### src/rtl/jpc_fetch.sv
// Instruction fetch sequencer: one imem read per instruction, PC +4 on each ack, redirects from execute.
// Optional misaligned-redirect fault under JPC_FETCH_ALIGN_CHECK_EN; decode backpressure holds the current word.
`ifndef JPC_ADDRESS_WIDTH
`define JPC_ADDRESS_WIDTH 32
`endif

module jpc_fetch #(
   parameter int ADDR_WIDTH  = `JPC_ADDRESS_WIDTH,
   parameter int INSTR_WIDTH = 32
) (
   input  logic                   clk,
   input  logic                   rst,
   input  logic [ADDR_WIDTH-1:0]  pc_I,
   output logic [ADDR_WIDTH-1:0]  next_pc_O,
   output logic                   pc_en_O,
   output logic                   imem_req_O,
   output logic [ADDR_WIDTH-1:0]  imem_addr_O,
   input  logic                   imem_ack_I,
   input  logic [INSTR_WIDTH-1:0] imem_data_I,
   output logic                   instr_valid_O,
   output logic [INSTR_WIDTH-1:0] instr_O,
   output logic [ADDR_WIDTH-1:0]  instr_pc_O,
   input  logic                   instr_ready_I,
`ifdef JPC_FETCH_ALIGN_CHECK_EN
   output logic                   misalign_O,
`endif
   input  logic                   redirect_I,
   input  logic [ADDR_WIDTH-1:0]  redirect_pc_I
);

`ifdef JPC_FETCH_ALIGN_CHECK_EN
   typedef enum logic [2:0] {S_IDLE, S_WAIT, S_HOLD, S_DRAIN, S_FAULT} state_t;
`else
   typedef enum logic [2:0] {S_IDLE, S_WAIT, S_HOLD, S_DRAIN} state_t;
`endif

   state_t                 r_state;
   logic                   r_req;
   logic [ADDR_WIDTH-1:0]  r_addr;
   logic                   r_valid;
   logic [INSTR_WIDTH-1:0] r_instr;
   logic [ADDR_WIDTH-1:0]  r_instr_pc;

   logic                   w_redir;
   state_t                 w_rest;

`ifdef JPC_FETCH_ALIGN_CHECK_EN
   logic r_misalign;
   logic w_bad;

   // Once a fault is pending or taken, further redirects are ignored.
   assign w_bad      = (redirect_pc_I[1:0] != 2'b00);
   assign w_redir    = redirect_I && !r_misalign;
   assign w_rest     = (r_misalign || (w_redir && w_bad)) ? S_FAULT : S_IDLE;
   assign misalign_O = r_misalign;
`else
   assign w_redir = redirect_I;
   assign w_rest  = S_IDLE;
`endif

   always_comb begin
      pc_en_O   = 1'b0;
      next_pc_O = pc_I + ADDR_WIDTH'(4);
      if (w_redir) begin
         pc_en_O   = 1'b1;
         next_pc_O = redirect_pc_I;
      end else if (r_state == S_WAIT && imem_ack_I) begin
         pc_en_O = 1'b1;
      end
   end

   always_ff @(posedge clk) begin
      if (rst) begin
         r_state    <= S_IDLE;
         r_req      <= 1'b0;
         r_addr     <= '0;
         r_valid    <= 1'b0;
         r_instr    <= '0;
         r_instr_pc <= '0;
`ifdef JPC_FETCH_ALIGN_CHECK_EN
         r_misalign <= 1'b0;
`endif
      end else begin
`ifdef JPC_FETCH_ALIGN_CHECK_EN
         if (w_redir && w_bad)
            r_misalign <= 1'b1;
`endif
         case (r_state)
            S_IDLE: begin
               if (w_redir) begin
                  r_state <= w_rest;
               end else begin
                  r_req   <= 1'b1;
                  r_addr  <= pc_I;
                  r_state <= S_WAIT;
               end
            end
            S_WAIT: begin
               // A redirect without ack leaves the request open; its response is drained.
               if (w_redir) begin
                  if (imem_ack_I) begin
                     r_req   <= 1'b0;
                     r_state <= w_rest;
                  end else begin
                     r_state <= S_DRAIN;
                  end
               end else if (imem_ack_I) begin
                  r_instr    <= imem_data_I;
                  r_instr_pc <= r_addr;
                  r_valid    <= 1'b1;
                  r_req      <= 1'b0;
                  r_state    <= S_HOLD;
               end
            end
            S_HOLD: begin
               if (w_redir) begin
                  r_valid <= 1'b0;
                  r_state <= w_rest;
               end else if (instr_ready_I) begin
                  r_valid <= 1'b0;
                  r_req   <= 1'b1;
                  r_addr  <= pc_I;
                  r_state <= S_WAIT;
               end
            end
            S_DRAIN: begin
               if (imem_ack_I) begin
                  r_req   <= 1'b0;
                  r_state <= w_rest;
               end
            end
            default: r_state <= w_rest;
         endcase
      end
   end

   assign imem_req_O    = r_req;
   assign imem_addr_O   = r_addr;
   assign instr_valid_O = r_valid;
   assign instr_O       = r_instr;
   assign instr_pc_O    = r_instr_pc;

endmodule
### config.mk
export PLATFORM = sky130hd
export DESIGN_NAME = jpc_fetch
export DESIGN_NICKNAME = d
export VERILOG_FILES = /design/src/rtl/jpc_fetch.sv
export SDC_FILE = /design/constraint.sdc
export NUM_CORES = 1
export LEC_CHECK = 0
export ABC_AREA = 1
export CORE_MARGIN = 3
export CORE_UTILIZATION = 42
export CTS_BUF_LIST = sky130_fd_sc_hd__clkbuf_2
export DETAILED_ROUTE_END_ITERATION = 8
export GPL_TIMING_DRIVEN = 0
export PLACE_DENSITY = 0.83
export SETUP_SLACK_MARGIN = 0.1
export SYNTH_ARGS = -nofsm -noshare
export SYNTH_HDL_FRONTEND = slang
export SYNTH_SLANG_ARGS = --single-unit
### constraint.sdc
create_clock -name clk -period 1.8 [get_ports clk]
set_clock_uncertainty 0.05 [all_clocks]
set_input_delay 0.36 -clock clk [delete_from_list [all_inputs] [get_ports clk]]
set_output_delay 0.36 -clock clk [all_outputs]
set_load 0.01 [all_outputs]
==> flow_summary.yaml, run 1 <==
outcome:
  status: "finished with violations"
  violations: "negative setup slack"
place:
  place_inst: 1075
  dpl-instance-area_sq_um: 7210
  port_buffers: 231
  dp_hpwl_um: 12500
  place_congestion: 0.888
  dp_slack_ns: -1.15
setup_path:
  critPathKind: "in -> out"
  reg2reg_from: "r_state[0]$_SDFFE_PP0P_"
  crit_fanout: 6
  ff2ff_path_depth: 8
  timing.critical_path.buf_inv: 3
  slowest_stage: "ha_4"
  path_cells: "buf_8, ha_4, nand2_4, nor2_4, buf_6, nand2_8, nor2_4, nand3_1, nand3_1, nand2_1, buf_2"
  crit_family: "simple AND/OR/NAND/NOR gates"
  cp.required_ns: 1.39
  critPathCaptureType: "primary output"
  arrival_ns: 1.60
  critPathLaunchType: "primary input"
  critical_path.max_stage_delay_ns: 0.14
  regToRegEndpoint: "imem_addr_O[12]$_SDFFE_PP0P_"
  rrSetupSlack_ns: 0.15
power:
  p_leak_nw: 3.70
  power.switching_mw: 1.57
  p_comb_frac: 0.277
  sw_frac_of_total: 0.318
  p_int_mw: 3.36
  clkPwrFrac: 0.224
  peakVddDrop_uv: 428
  p_per_area_nw_per_um2: 607
  p_seq_frac: 0.500
synth:
  ys_types: 30
  synth.area.top_cells: "dfxtp_1 42%, nor2_1 16%, o21ai_0 12%"
  synth_top_area_share: 0.424
  netlist_area_sq_um: 4720
  syn_nets: 806
  yosys_warnings: 0
  ys_seq_area_frac: 0.424
  yosysTopAreaCell: "dfxtp_1"
  ys_seq_elements: 100
  netlist_instances: 704
  syn_avg_cell_area_sq_um: 6.71
timing:
  rsz0062_at_grt: "yes"
  finalCritPeriodShare: 1.11
  min_period_ns: 2.01
  worst_pin_slew_ns: 0.524
  setup_ws_ns: -0.207
  fmax_ghz: 0.498
  drv_slew: 0
  maxSlewHeadroom: 0.651
  setup_viol_count_final: 21
  hold_viol_final: 0
clock_tree:
  clk_path_buf_depth: 2
  clock-sinks: 100
  cts_buffers: 9
  clk_pin_slew_ns: 0.25
  clock_latency_ns: 0.57
  tritoncts: "done"
  cts_htree_levels: 3
  cts_root_buf: "clkbuf_2"
grt:
  grt_pass1_wl_um: 27600
  grt_max_degree: 18
  met1_usage: 0.343
  grt_util_all_layers: 0.270
  grt_util_met2: 0.472
  first_global_vias: 5448
  antenna_found_initial: 1
  gr-max-usage-layer: "met2"
  met3_usage: 0.0345
  gr-total-overflow: 0
die:
  dieHeight_um: 112
  die_area_sq_um: 12600
  rows: 38
  ios: 232
  start_util: 0.432
  die_w_um: 112
  core_sq_um: 10900
finish:
  final_net_count: 1107
  stdcell_area_sq_um: 8120
  final_layout_size_suffix_gt1_frac: 0.346
  nFillCells: 852
  final_cells: 1151
  syn2layout_area_growth_pct: 71.9
min_path:
  hold_end: "imem_addr_O[12]$_SDFFE_PP0P_"
  worstHoldStart: "pc_I[12]"
  hold_class: "in -> reg"
  holdPathStages: 3
route:
  firstDrtPassIters: 5
  routed-via-count: 5993
  ant_nets: 0
  via_per_inst: 5.21
  drtIter0Drc: 587
  routed_wl_um: 19000
  wl_per_cell_um: 16.5
  drc_errors: 0
job:
  drv_cap: 0
## layout make-up
type / instances / area [sq um] / share of cell area
inverters: 33 / 131 / 0.0162
repair buffers: 290 / 2560 / 0.315
diodes: 1 / 2.50 / 0.000308
flip-flops and latches: 100 / 2120 / 0.261
multi-input cells: 534 / 2760 / 0.339
plain buffers: 37 / 254 / 0.0313
well taps: 140 / 175 / 0.0216
clock inverters: 7 / 72.6 / 0.00894
clock buffers: 9 / 45.0 / 0.00555
## what timing repair did
action                     in CTS  in global routing
hold buffers                    3                  6
pin swaps                      45                 41
gates resized for setup       544                134
hold endpoints to repair        4                  6
setup endpoints to repair     131                 98
setup buffers                  38                 12
## worst max-delay path by stage
stage,startpoint,to,slack [ns],cells after the start
after floorplan,pc_I[2],next_pc_O[10],0.10,6
after global placement,pc_I[2],next_pc_O[12],-1.15,9
after detailed placement,pc_I[2],next_pc_O[12],-1.15,9
after CTS,pc_I[3],next_pc_O[28],-0.16,12
after global routing,pc_I[3],next_pc_O[30],-0.31,11
final,pc_I[3],next_pc_O[30],-0.21,11
## Yosys cell counts
cell        n
nand3_1    36
nor2_4      9
nand4_1     2
a21oi_1    21
clkinv_1    1
o21bai_1    3
or2_0       1
a31oi_1     4
dfxtp_1   100
clkbuf_2    5
nand2_2     4
nand3_2     1
o21ai_0   110
xnor2_1     1
or2_2       2
buf_6       3
nor2_2      6
nor2_1    195
clkbuf_1   15
inv_2       3
o21ai_1     1
and2_1      1
buf_2       6
buf_4       8
or2_1       1
nand2_1   131
inv_1      29
nand2_4     2
ha_1        1
xor2_1      2
## stage by stage
stage          utilization  hold WS [ns]  power (mW)  setup TNS (ns)
6_report             0.742        0.0252        4.93           -2.09
5_1_grt              0.742       0.00503        5.15           -3.50
4_1_cts              0.711      -0.00944        4.81           -1.21
3_5_place_dp         0.659         0.418        3.76          -35.22
3_3_place_gp         0.659         0.410        3.75          -34.85
2_1_floorplan            -         0.379        2.99               0
## power by group through the flow
stage	combinational [mW]	clock [mW]	sequential, mW
6_report	1.36	1.10	2.46
3_3_place_gp	1.26	0	2.48
4_1_cts	1.26	1.10	2.45
2_1_floorplan	0.461	0	2.53
3_5_place_dp	1.27	0	2.49
5_1_grt	1.47	1.20	2.48
## cell families (layout without fill, tap and decap cells)
logic type	Yosys count	after routing	synth area share
other	0	1	0
and+or+nand+nor	391	391	0.348
buffers and inverters	70	376	0.0697
DFF	100	100	0.424
xor gates and xnor gates	3	3	0.00557
adders and majority gates	1	1	0.00265
AOI/OAI and AO/OA	139	139	0.150
## state kept, by name, summed over array words and instances, names as in the netlist
name and cells:
imem_addr_O 32, instr_O 32, instr_pc_O 32, r_state 2
imem_req_O 1, instr_valid_O 1
## metal layers
| layer | vias to the layer above | share of wire |
|---|---|---|
| met3 | 60 | 0.078 |
| met5 | - | 0 |
| met2 | 357 | 0.49 |
| met1 | 2722 | 0.39 |
| li1 | 2854 | - |
| met4 | 0 | 0.034 |
## cell usage in the layout (no fill, tap or decap), types with 25 or more instances in the layout
cell type / instances
buf_2: 41
buf_4: 47
buf_6: 28
clkbuf_2: 29
clkdlybuf4s15_1: 42
clkdlybuf4s50_1: 70
dfxtp_2: 96
dlygate4sd2_1: 49
inv_1: 27
nand2_1: 102
nand3_1: 25
nor2_1: 178
o21ai_0: 101
## worst register-to-register path, delay by kind of cell (launching register included)
family | cells | cell delay (ns)
simple gates | 2 | 0.28
flops | 1 | 0.39
compound gates | 2 | 0.33
buf+inv | 4 | 0.49
Power figures use the tool's default switching activity.
==> run 2, diff against run 1 <==
--- a/config.mk
+++ b/config.mk
@@ -6,6 +6,7 @@
 export NUM_CORES = 1
 export LEC_CHECK = 0
 export ABC_AREA = 1
+export CAP_MARGIN = 20
 export CORE_MARGIN = 3
 export CORE_UTILIZATION = 42
 export CTS_BUF_LIST = sky130_fd_sc_hd__clkbuf_2
==> results of run 2 <==
Same layout as run 1: the final DEF is identical, and so are final timing and power.
==> run 3, diff against run 2 <==
--- a/config.mk
+++ b/config.mk
@@ -13,6 +13,7 @@
 export DETAILED_ROUTE_END_ITERATION = 8
 export GPL_TIMING_DRIVEN = 0
 export PLACE_DENSITY = 0.83
+export RECOVER_POWER = 50
 export SETUP_SLACK_MARGIN = 0.1
 export SYNTH_ARGS = -nofsm -noshare
 export SYNTH_HDL_FRONTEND = slang
==> run 3 against run 2 <==
  * Largest power group unchanged
  * Worst setup slack got worse by 0.0049 ns
  * Sequential power about the same
  * The flow still finishes with violations (negative setup slack)
  * Die area stayed put
  * Core utilization down 0.34 points
  * Critical endpoint unchanged
==> flow_summary.yaml, run 3 (synthesis gave the netlist of run 1 again) <==
clock_tree:
  clock-sinks: 100
  clock_latency_ns: 0.56
  tritoncts: "done"
  clk_pin_slew_ns: 0.26
  cts_htree_levels: 3
  cts_buffers: 9
  cts_root_buf: "clkbuf_2"
  clk_path_buf_depth: 2
finish:
  layout_commonest_cell: "nor2_1"
  final_net_count: 1107
  syn2layout_area_growth_pct: 71.1
  layout_common_cells: "178 x nor2_1, 102 x nand2_1, 101 x o21ai_0, 85 x dfxtp_2, 70 x clkdlybuf4s50_1"
  final_layout_size_suffix_gt1_frac: 0.331
timing:
  finalCritPeriodShare: 1.12
  maxSlewHeadroom: 0.632
  setup_viol_count_final: 26
  whs_ns: 0.0147
  setup_ws_ns: -0.211
  drv_slew: 0
  hold_viol_final: 0
  rsz0062_at_grt: "yes"
  min_period_ns: 2.01
  fmax_ghz: 0.497
  worst_pin_slew_ns: 0.552
route:
  wl_per_cell_um: 16.5
  routed_wl_um: 18900
  ant_nets: 0
  firstDrtPassIters: 6
  routed-via-count: 5962
  via_per_inst: 5.18
  drtIter0Drc: 621
  drc_errors: 0
die:
  dieHeight_um: 112
  die_w_um: 112
  ios: 232
  start_util: 0.432
  die_area_sq_um: 12600
  core_sq_um: 10900
  rows: 38
setup_path:
  reg2reg_from: "r_state[0]$_SDFFE_PP0P_"
  startpoint: "pc_I[2]"
  critPathCaptureType: "primary output"
  critPathKind: "in -> out"
  critPathLaunchType: "primary input"
  crit_fanout: 6
  cp.required_ns: 1.39
  arrival_ns: 1.60
  ff2ff_path_depth: 8
place:
  port_buffers: 231
  dp_hpwl_um: 12500
  place_congestion: 0.888
outcome:
  violations: "negative setup slack"
  status: "finished with violations"
grt:
  grt_max_degree: 18
  grt_pass1_wl_um: 27600
  antenna_found_initial: 1
  grt_util_all_layers: 0.270
  gr-total-overflow: 0
  first_global_vias: 5448
power:
  p_leak_nw: 3.69
  peakVddDrop_uv: 428
  power_mw: 4.92
  p_per_area_nw_per_um2: 609
job:
  drv_cap: 0
min_path:
  worstHoldStart: "pc_I[12]"
  holdPathStages: 3
  hold_class: "in -> reg"
[run 3: path summary, 6_finish.rpt]
kind | to | slack, ns
hold / removal | imem_addr_O[12]$_SDFFE_PP0P_ | 0.01
hold reg to reg | instr_O[17]$_SDFFE_PP0P_ | 0.45
setup / recovery | next_pc_O[30] | -0.21
setup reg to reg | imem_addr_O[12]$_SDFFE_PP0P_ | -0.06
[run 3: critical path, stage by stage]
cell     delay [ns]
buf_8          0.09
ha_4           0.14
nand2_4        0.06
nor2_4         0.13
buf_6          0.13
nand2_8        0.08
nor2_4         0.14
nand3_1        0.13
nand3_1        0.14
nand2_1        0.06
buf_2          0.14
[run 3: routing by layer]
metal / vias to the layer above / track usage / wire length, um
li1: 2850 / - / -
met1: 2702 / 0.343 / 7440
met2: 354 / 0.472 / 9370
met3: 56 / 0.0345 / 1490
met4: 0 / 0.0994 / 643
met5: - / 0 / 0
[run 3: repair_timing]
item                                    4_1_cts  5_1_grt
buffers inserted                             38       12
hold buffers                                  3        6
endpoints found under the setup margin      131       98
pin swaps                                    45       41
hold endpoints to repair                      4        6
gates resized for setup                     544      134
[run 3: where the power goes]
group,internal (mW),switching (mW)
registers,2.37,0.0841
clock network,0.331,0.771
logic,0.649,0.708
[run 3: layout make-up]
type / instances / area, sq um
timing repair buffer: 290 / 2560
multi-input combinational: 534 / 2750
fill: 868 / 2860
clock buffer: 9 / 45.0
tap: 140 / 175
buffer: 37 / 244
sequential: 100 / 2110
inverter: 33 / 131
clock inverter: 7 / 72.6
antenna: 1 / 2.50
[run 3: stage by stage]
step / util / instances / TNS [ns] / instance area (sq um) / worst slack, ns
3_3_place_gp: 0.659 / 1075 / -34.85 / 7210 / -1.15
3_5_place_dp: 0.659 / 1075 / -35.22 / 7210 / -1.15
2_1_floorplan: - / 704 / 0 / 4720 / 0.104
4_1_cts: 0.711 / 1132 / -1.21 / 7780 / -0.159
5_1_grt: 0.739 / 1151 / -7.39 / 8080 / -0.305
6_report: 0.739 / 1151 / -2.22 / 8080 / -0.211
